File: src/rtl/wb_commit_unit.sv
// Registered writeback commit stage: turns one bundle per cycle into one-cycle register write
// strobes, and merges user-mode privileged-write faults with external interrupts into a held request.
//
// irq state | meaning
// ----------+------------------------------------------------------------
// IRQ_IDLE  | no request presented, irq_valid_o low
// IRQ_EXT   | presenting an external interrupt; its ack leaves fault_cnt alone
// IRQ_FAULT | presenting a queued fault; its ack pops one entry from fault_cnt
module wb_commit_unit #(
   parameter int DATA_W     = 32,
   parameter int CH_W       = 4,
   parameter int NUM_REGS   = 15,
   parameter int FLAG_IDX   = 9,
   parameter int SP_IDX     = 13,
   parameter int PRIV_IDX   = 14,
   parameter int FAULT_NUM  = 8,
   parameter int PEND_DEPTH = 4,
   localparam int CNT_W     = $clog2(PEND_DEPTH + 1)
) (
   input  logic                clk_i,
   input  logic                rst_ni,
   input  logic                in_valid_i,
   output logic                in_ready_o,
   input  logic [CH_W-1:0]     y1_channel_i,
   input  logic [1:0]          y2_channel_i,
   input  logic [DATA_W-1:0]   y1_data_i,
   input  logic [DATA_W-1:0]   y2_data_i,
   input  logic                user_mode_i,
   input  logic                flush_i,
   output logic [NUM_REGS-1:0] reg_we_o,
   output logic [DATA_W-1:0]   reg_wdata_o,
   output logic [DATA_W-1:0]   flag_wdata_o,
   output logic [DATA_W-1:0]   sp_wdata_o,
   input  logic                ext_irq_i,
   input  logic [7:0]          ext_irq_num_i,
   output logic                irq_valid_o,
   output logic [7:0]          irq_num_o,
   input  logic                irq_ack_i,
   output logic [CNT_W-1:0]    fault_cnt_o
);

   typedef enum logic [1:0] {
      IRQ_IDLE,
      IRQ_EXT,
      IRQ_FAULT
   } irq_state_t;

   irq_state_t          irq_state_q, irq_state_d;
   logic [7:0]          irq_num_q, irq_num_d;
   logic [CNT_W-1:0]    fault_cnt_q, fault_cnt_d;
   logic [NUM_REGS-1:0] reg_we_q, reg_we_d;
   logic [DATA_W-1:0]   reg_wdata_q, reg_wdata_d;
   logic [DATA_W-1:0]   flag_wdata_q, flag_wdata_d;
   logic [DATA_W-1:0]   sp_wdata_q, sp_wdata_d;

   logic [31:0] y1_idx;
   logic        commit;
   logic        priv_fault;
   logic        y1_write;
   logic        fault_dec;
   logic        fault_avail;
   logic        irq_load;

   assign in_ready_o = (fault_cnt_q < CNT_W'(PEND_DEPTH));
   assign y1_idx     = 32'(y1_channel_i);
   assign commit     = in_valid_i && in_ready_o && !flush_i;
   assign priv_fault = commit && user_mode_i && (y1_idx == 32'(PRIV_IDX));
   assign y1_write   = commit && !priv_fault && (y1_idx != 32'd0)
                       && (y1_idx < 32'(NUM_REGS));

   always_comb begin
      reg_we_d     = '0;
      reg_wdata_d  = reg_wdata_q;
      flag_wdata_d = flag_wdata_q;
      sp_wdata_d   = sp_wdata_q;

      if (y1_write) begin
         reg_wdata_d = y1_data_i;
         for (int r = 1; r < NUM_REGS; r++) begin
            if (y1_idx == 32'(r)) begin
               reg_we_d[r] = 1'b1;
            end
         end
         if (y1_idx == 32'(FLAG_IDX)) begin
            flag_wdata_d = y1_data_i;
         end
         if (y1_idx == 32'(SP_IDX)) begin
            sp_wdata_d = y1_data_i;
         end
      end

      // y2 is applied after y1 so it wins when both target FLAG or SP
      if (commit && (y2_channel_i == 2'd1)) begin
         reg_we_d[FLAG_IDX] = 1'b1;
         flag_wdata_d       = y2_data_i;
      end
      if (commit && (y2_channel_i == 2'd2)) begin
         reg_we_d[SP_IDX] = 1'b1;
         sp_wdata_d       = y2_data_i;
      end
   end

   // A fault being popped this cycle must not be re-presented, and a fault
   // pushed this cycle only becomes visible once it is in fault_cnt_q.
   assign fault_dec   = (irq_state_q == IRQ_FAULT) && irq_ack_i;
   assign fault_avail = (fault_cnt_q > CNT_W'(fault_dec));
   assign irq_load    = (irq_state_q == IRQ_IDLE) || irq_ack_i;

   always_comb begin
      irq_state_d = irq_state_q;
      irq_num_d   = irq_num_q;
      if (irq_load) begin
         if (ext_irq_i) begin
            irq_state_d = IRQ_EXT;
            irq_num_d   = ext_irq_num_i;
         end else if (fault_avail) begin
            irq_state_d = IRQ_FAULT;
            irq_num_d   = 8'(FAULT_NUM);
         end else begin
            irq_state_d = IRQ_IDLE;
         end
      end
   end

   always_comb begin
      fault_cnt_d = fault_cnt_q;
      if (priv_fault && !fault_dec) begin
         fault_cnt_d = fault_cnt_q + CNT_W'(1);
      end else if (!priv_fault && fault_dec) begin
         fault_cnt_d = fault_cnt_q - CNT_W'(1);
      end
   end

   always_ff @(posedge clk_i or negedge rst_ni) begin
      if (!rst_ni) begin
         irq_state_q  <= IRQ_IDLE;
         irq_num_q    <= '0;
         fault_cnt_q  <= '0;
         reg_we_q     <= '0;
         reg_wdata_q  <= '0;
         flag_wdata_q <= '0;
         sp_wdata_q   <= '0;
      end else begin
         irq_state_q  <= irq_state_d;
         irq_num_q    <= irq_num_d;
         fault_cnt_q  <= fault_cnt_d;
         reg_we_q     <= reg_we_d;
         reg_wdata_q  <= reg_wdata_d;
         flag_wdata_q <= flag_wdata_d;
         sp_wdata_q   <= sp_wdata_d;
      end
   end

   assign reg_we_o     = reg_we_q;
   assign reg_wdata_o  = reg_wdata_q;
   assign flag_wdata_o = flag_wdata_q;
   assign sp_wdata_o   = sp_wdata_q;
   assign irq_valid_o  = (irq_state_q != IRQ_IDLE);
   assign irq_num_o    = irq_num_q;
   assign fault_cnt_o  = fault_cnt_q;

endmodule

File: config.mk
export PLATFORM = sky130hd
export DESIGN_NAME = wb_commit_unit
export DESIGN_NICKNAME = d
export VERILOG_FILES = /design/src/rtl/wb_commit_unit.sv
export SDC_FILE = /design/constraint.sdc
export NUM_CORES = 1
export LEC_CHECK = 0
export ABC_AREA = 1
export CAP_MARGIN = 20
export CELL_PAD_IN_SITES_DETAIL_PLACEMENT = 2
export CELL_PAD_IN_SITES_GLOBAL_PLACEMENT = 2
export CORE_MARGIN = 1.5
export CORE_UTILIZATION = 27
export CTS_CLUSTER_DIAMETER = 50
export DETAILED_ROUTE_END_ITERATION = 12
export GPL_ROUTABILITY_DRIVEN = 0
export MAX_ROUTING_LAYER = met4
export PLACE_DENSITY = 0.91
export REMOVE_ABC_BUFFERS = 1
export SLEW_MARGIN = 25
export SYNTH_ARGS = -nofsm -noshare
export SYNTH_HDL_FRONTEND = slang
export SYNTH_SLANG_ARGS = --single-unit
File: constraint.sdc
create_clock -name clk_i -period 3.05 [get_ports clk_i]
set_input_delay 0.305 -clock clk_i [delete_from_list [all_inputs] [get_ports clk_i]]
set_output_delay 0.305 -clock clk_i [all_outputs]
set_load 0.005 [all_outputs]
==> results of run 1 <==
-- worst max-delay path, delay by kind of cell --
kind                     cells  cell delay, ns
AND/OR/NAND/NOR              3            0.61
buffers and inverters        3            0.73
AO/OA/AOI/OAI                2            0.29
XOR/XNOR                     1            0.15
adder cells (fa/ha/maj)      2            0.55
-- cell type report --
type | instances | share of cell area (%)
repair buffers | 223 | 25.7
clock inverters | 12 | 2.50
flip-flops and latches | 123 | 34.7
clock buffers | 19 | 4.88
inverters | 50 | 2.12
well taps | 275 | 3.88
multi-input cells | 504 | 26.2
-- layer usage --
layer,track usage [%],share of wire [%],vias to the layer above
li1,-,-,2717
met1,25.7,41,2960
met2,38.6,51,164
met3,6.52,6.4,29
met4,7.13,1.5,0
met5,-,0,-
-- layout by cell type (no fill, tap or decap), types with 3 or more instances in the layout --
cell type / instances
nand2_1: 246
inv_1: 47
nand3_1: 146
nor2_1: 18
nor3_1: 3
inv_2: 3
clkinvlp_4: 3
bufinv_16: 6
o21ai_0: 67
nand2_4: 3
dfrtp_1: 123
clkdlybuf4s50_1: 206
clkbuf_16: 17
buf_12: 4
buf_4: 10
-- power groups by stage --
stage          registers (mW)  logic [mW]  clock network [mW]
2_1_floorplan            2.56       0.722                   0
3_3_place_gp             2.52        2.39                   0
3_5_place_dp             2.57        2.52                   0
4_1_cts                  2.56        2.55                2.36
5_1_grt                  2.62        2.74                2.44
6_report                 2.55        2.50                2.31
-- path summary, 6_finish.rpt --
check                                   to  cells past startpoint        startpoint
setup / recovery            fault_cnt_o[2]                     11   y1_channel_i[2]
hold / removal                 reg_we_o[2]                      2            rst_ni
setup reg to reg            fault_cnt_o[2]                     11    fault_cnt_o[2]
hold reg to reg            reg_wdata_o[31]                      2   reg_wdata_o[31]
max in group asynchronous  reg_wdata_o[31]                      3            rst_ni
min in group clk_i            irq_num_o[6]                      3  ext_irq_num_i[6]
-- flip-flops by register name (all words and copies together) (netlist names) --
name	count
reg_we_o	14
fault_cnt_o	3
irq_state_q	2
irq_num_o	8
reg_wdata_o	32
sp_wdata_o	32
flag_wdata_o	32
-- cell families after synthesis --
| logic type | share of synthesized area (%) |
|---|---|
| simple gates | 32.0 |
| flops | 53.0 |
| mux | 0.194 |
| buf+inv | 7.22 |
| compound gates | 6.42 |
| fa+ha+maj | 0.776 |
| xor+xnor | 0.302 |
| other cells | 0.0646 |
-- per-stage QoR --
step | util [%] | instances
CTS | 41.9 | 1205
global placement | 38.7 | 1172
global route | 42.1 | 1206
floorplan | - | 677
finish | 42.1 | 1206
detailed placement | 38.8 | 1173
-- what timing repair did --
action                    4_1_cts  5_1_grt
hold buffers                    1        0
gates resized for setup         0        0
hold endpoints to repair       38        0
==> flow_metrics.tcl, run 1 <==
set metrics [dict create \
    async_reset_ff_share_pct 100 \
    setup_viol 0 \
    grt_pass1_wl_microns 37300 \
    ys_top_cells_by_area "dfrtp_1, nand2_1, nand3_1" \
    dp_hpwl_microns 16500 \
    antenna_found_initial 0 \
    grt_pass1_vias 6696 \
    final_area_sq_um 8870 \
    seqPwrFrac_pct 34.7 \
    p_int_mw 5.13 \
    cts_buffers 17 \
    crit_slowest_cell "clkdlybuf4s50_1" \
    track_usage_pct 22.7 \
    worst_slew_pin_slew_ns 0.734 \
    dieArea_sq_um 22400 \
    rows 53 \
    p_switching_mw 2.24 \
    max_freq_mhz 427 \
    io_pins 209 \
    yosysSeqAreaShare_pct 53.0 \
    total_power_mw 7.36 \
    endpoint_kind "flop" \
    rsz0062_at_grt "false" \
    synth-seq-cells 123 \
    area_delta_synth_final_pct 52.9 \
    regArea_sq_um 3080 \
    yosysMostFrequentCell "nand2_1" \
    peakVddDrop_mv 0.367 \
    place_area_sq_um 8180 \
    cts_tree "yes" \
    startpoint_type "input port" \
    io_buffers 207 \
    clkLatencyLatePin_ns 0.42 \
    ys_types 30 \
    crit_path_max_incr_delay_ns 0.55 \
    dp_slack_ns 0.320 \
    cpMostUsedCell "inv_1" \
    ant_nets 0 \
    cts_setup_buffers 0 \
    synth.cell_area_sq_um 5800 \
    finClkSkew_ns 0.00718 \
    drt_iter0_drc 139 \
    synth_area_per_cell_sq_um 8.03 \
    drt_wl_total_microns 24000 \
    cp.required_ns 3.34 \
    drc 0 \
    synth_top_cells_by_count "nand2_1, nand3_1, dfrtp_1, o21ai_0, inv_1" \
    yosysTopAreaCell "dfrtp_1" \
    grt_start_max_net_pins 66 \
    ys_warn_count 0 \
    swShare_pct 30.4 \
    clock_sinks 123 \
    reg2reg_slack_ns 0.82 \
    cts.path.max_buffers 2 \
    maxCapViolCount 0 \
    wl_per_cell_microns 19.9 \
    relSlewSlack_pct 50.7 \
    maxSlewViolCount 0 \
    status "complete, no violations" \
    dr_total_vias 5870 \
    synth-main-ff-cell "dfrtp_1" \
    clk_pin_slew_ns 0.06 \
    via_per_inst 4.87 \
    multi_input_area_sq_um 2330 \
    synth-edff-count 0 \
    grt_overflow 0 \
    p_clk_share_pct 31.3 \
    core_area_sq_um 21100 \
    htreeDepth 4 \
    dr.pass1.iters 5 \
    combPwrFrac_pct 34.0 \
    initial_core_util_pct 27.5 \
    period_minus_slack_ns 2.34 \
    leakage_nw 4.44 \
    hold_viol 0 \
    fin_tns_setup_ns 0 \
    worstPathCellList "clkdlybuf4s50_1 > nand2_1 > nor2_1 > nand3_1 > inv_1 > ha_1 > inv_1 > fa_1 > a21oi_1 > o21ai_0 > xor2_1" \
    die_y_microns 150 \
    worst_hold_slack_ns 0.446 \
    syn_inst 723 \
    cp.arrival_ns 2.63 \
    setup_ws_ns 0.707 \
    critical_path_class "input port to flop" \
    cts_root_buffer "clkbuf_16" \
    die_x_microns 150 \
    num_antenna_cells 0 \
    period_share_pct 76.8 \
    drive_gt1_share_pct 6.55 \
    final_net_count 1007 \
    hp-class "input port to asynchronous set/reset pin" \
    worst-path-max-fanout 6 \
    fillers 2357 \
    synth_top_area_share_pct 53.0 \
    power_density_nw_per_um2 830 \
]
Power figures use the tool's default switching activity.
==> run 2: changes to the inputs <==
Settings changed: CORE_UTILIZATION 27 to 22, PLACE_DENSITY 0.91 to 0.8.
Clock period 3.05 ns to 2.1 ns, I/O delays scaled along.
==> run 2 against run 1 <==
Effect of this change:
- first-iteration DRC count rose by 45%
- setup slack worse by 0.57 ns
- global-route usage down 4.7 points
- sequential power grew 44%
- largest power group unchanged
- largest cell class unchanged
- total power is 43% higher
- die area grew 22%
- register-to-register slack worse by 0.69 ns
- via count rose by 0.41%
- cell area is 2.9% higher
==> flow_metrics.tcl, run 2 (synthesis results as in run 1) <==
set metrics [dict create \
    antenna_found_initial 1 \
    critPathBufInv 3 \
    grt_start_max_net_pins 47 \
    core_area_sq_um 26000 \
    worst_hold_slack_ns 0.315 \
    wl_per_cell_microns 18.0 \
    cts_buffers 17 \
    relSlewSlack_pct 54.6 \
    dieArea_sq_um 27400 \
    p_switching_mw 3.22 \
    drc 0 \
    period_share_pct 93.6 \
    rows 59 \
    grt_pass1_vias 6338 \
    period_minus_slack_ns 1.97 \
    critical_path_class "flop to flop" \
    htreeDepth 4 \
    cpLargestDelayFamily "adder cells" \
    p_clk_share_pct 30.3 \
    track_usage_pct 18.1 \
    dp.cells 1255 \
    drt_iter0_drc 202 \
    area_delta_synth_final_pct 57.2 \
    cts_root_buffer "clkbuf_16" \
    cts_tree "yes" \
    crit_slowest_cell "fa_1" \
    crit_path_max_incr_delay_ns 0.41 \
    dr.pass1.iters 5 \
    clkLatencyLatePin_ns 0.41 \
    hold_viol 0 \
    clk_pin_slew_ns 0.06 \
    die_y_microns 165 \
    p_int_mw 7.30 \
    initial_core_util_pct 22.3 \
    maxSlewViolCount 0 \
    dr_total_vias 5894 \
    grt_pass1_wl_microns 36400 \
    die_x_microns 165 \
    final_common_cell "nand2_1" \
    status "complete, no violations" \
    cts.path.max_buffers 2 \
    final_net_count 1028 \
    worst_slew_pin_slew_ns 0.676 \
    setup_ws_ns 0.134 \
    drt_wl_total_microns 23200 \
    drive_gt1_share_pct 8.81 \
    seqPwrFrac_pct 34.9 \
    final_cell_mix "nand2_1, clkdlybuf4s50_1, nand3_1" \
    peakVddDrop_mv 0.503 \
    worst-path-max-fanout 4 \
    cp.depth 11 \
    final_area_sq_um 9130 \
    max_freq_mhz 509 \
    grt_overflow 0 \
    hp-class "input port to asynchronous set/reset pin" \
    fin_tns_setup_ns 0 \
    finalNonFillerCells 1289 \
    endpoint_kind "flop" \
    io_buffers 207 \
    worstPathCellList "inv_2 > nand2_4 > nor2_8 > nand3_1 > inv_1 > ha_1 > inv_1 > fa_1 > a21oi_2 > o21ai_1 > xor2_1" \
    finClkSkew_ns 0.00498 \
    cpMostUsedCell "inv_1" \
    setup_viol 0 \
    power_density_nw_per_um2 1150 \
    io_pins 209 \
    swShare_pct 30.6 \
    place_area_sq_um 8490 \
    dp_slack_ns -0.189 \
    maxCapViolCount 0 \
    startpoint_type "flop" \
    clock_sinks 123 \
    via_per_inst 4.57 \
    cp.required_ns 2.39 \
    cts_setup_buffers 0 \
    cp.arrival_ns 2.26 \
    rr_worst_depth 11 \
    dp_hpwl_microns 16400 \
    rsz0062_at_grt "false" \
    leakage_nw 4.54 \
    ant_nets 0 \
    combPwrFrac_pct 34.8 \
]
[run 2: cell types whose count changed in the layout (fill, tap and decap cells not counted), moves of 2 or more]
cell,previous run,this run
clkinv_2,2,4
bufinv_16,6,4
buf_16,2,0
buf_12,4,11
buf_4,10,25
[run 2: timing repair]
item                                   4_1_cts  5_1_grt
hold buffers                                 1        0
endpoints found under the hold margin       44        0
setup endpoints to repair                    0        1
gates resized for setup                      0        2
[run 2: final timing paths]
path                                        from               to  slack [ns]
worst min register to register   reg_wdata_o[17]  reg_wdata_o[17]        0.48
worst max register to register    fault_cnt_o[2]   fault_cnt_o[2]        0.13
min in group clk_i              ext_irq_num_i[5]     irq_num_o[5]        0.37
worst min-delay path                      rst_ni      reg_we_o[4]        0.32
max in group asynchronous                 rst_ni  reg_wdata_o[13]        1.15
worst max-delay path              fault_cnt_o[2]   fault_cnt_o[2]        0.13
[run 2: cell type report]
class	count	area, sq um
Fill cell	2945	16900
Sequential cell	123	3080
Timing Repair Buffer	244	2490
Multi-Input combinational cell	504	2330
Clock buffer	20	447
Tap cell	335	419
Inverter	50	188
Clock inverter	12	171
Antenna cell	1	2.50
[run 2: routing by layer]
layer | wire, microns | share of wire (%) | vias to the layer above | GRT usage, %
met5 | 0 | 0 | - | -
met4 | 255 | 1.1 | 0 | 4.42
met3 | 1590 | 6.9 | 17 | 4.87
met2 | 10900 | 47 | 149 | 29.3
met1 | 10400 | 45 | 2966 | 22.4
li1 | - | - | 2762 | -
[run 2: power groups by stage]
stage          combinational (mW)  sequential, mW  clock, mW
6_report                     3.66            3.67       3.19
5_1_grt                      4.03            3.77       3.36
4_1_cts                      3.73            3.68       3.27
3_5_place_dp                 3.68            3.70          0
3_3_place_gp                 3.58            3.67          0
2_1_floorplan                1.05            3.72          0
[run 2: worst register-to-register path: stages, from the launching register on]
cell     delay (ns)
dfrtp_1        0.39
inv_2          0.11
nand2_4        0.08
nor2_8         0.09
nand3_1        0.11
inv_1          0.08
ha_1           0.14
inv_1          0.06
fa_1           0.41
a21oi_2        0.15
o21ai_1        0.10
xor2_1         0.15
[run 2: metrics by stage]
stage / util [%] / power, mW
after floorplan: - / 4.77
after global placement: 32.7 / 7.25
after detailed placement: 32.7 / 7.39
after CTS: 35.1 / 10.7
after global routing: 35.1 / 11.2
final: 35.1 / 10.5
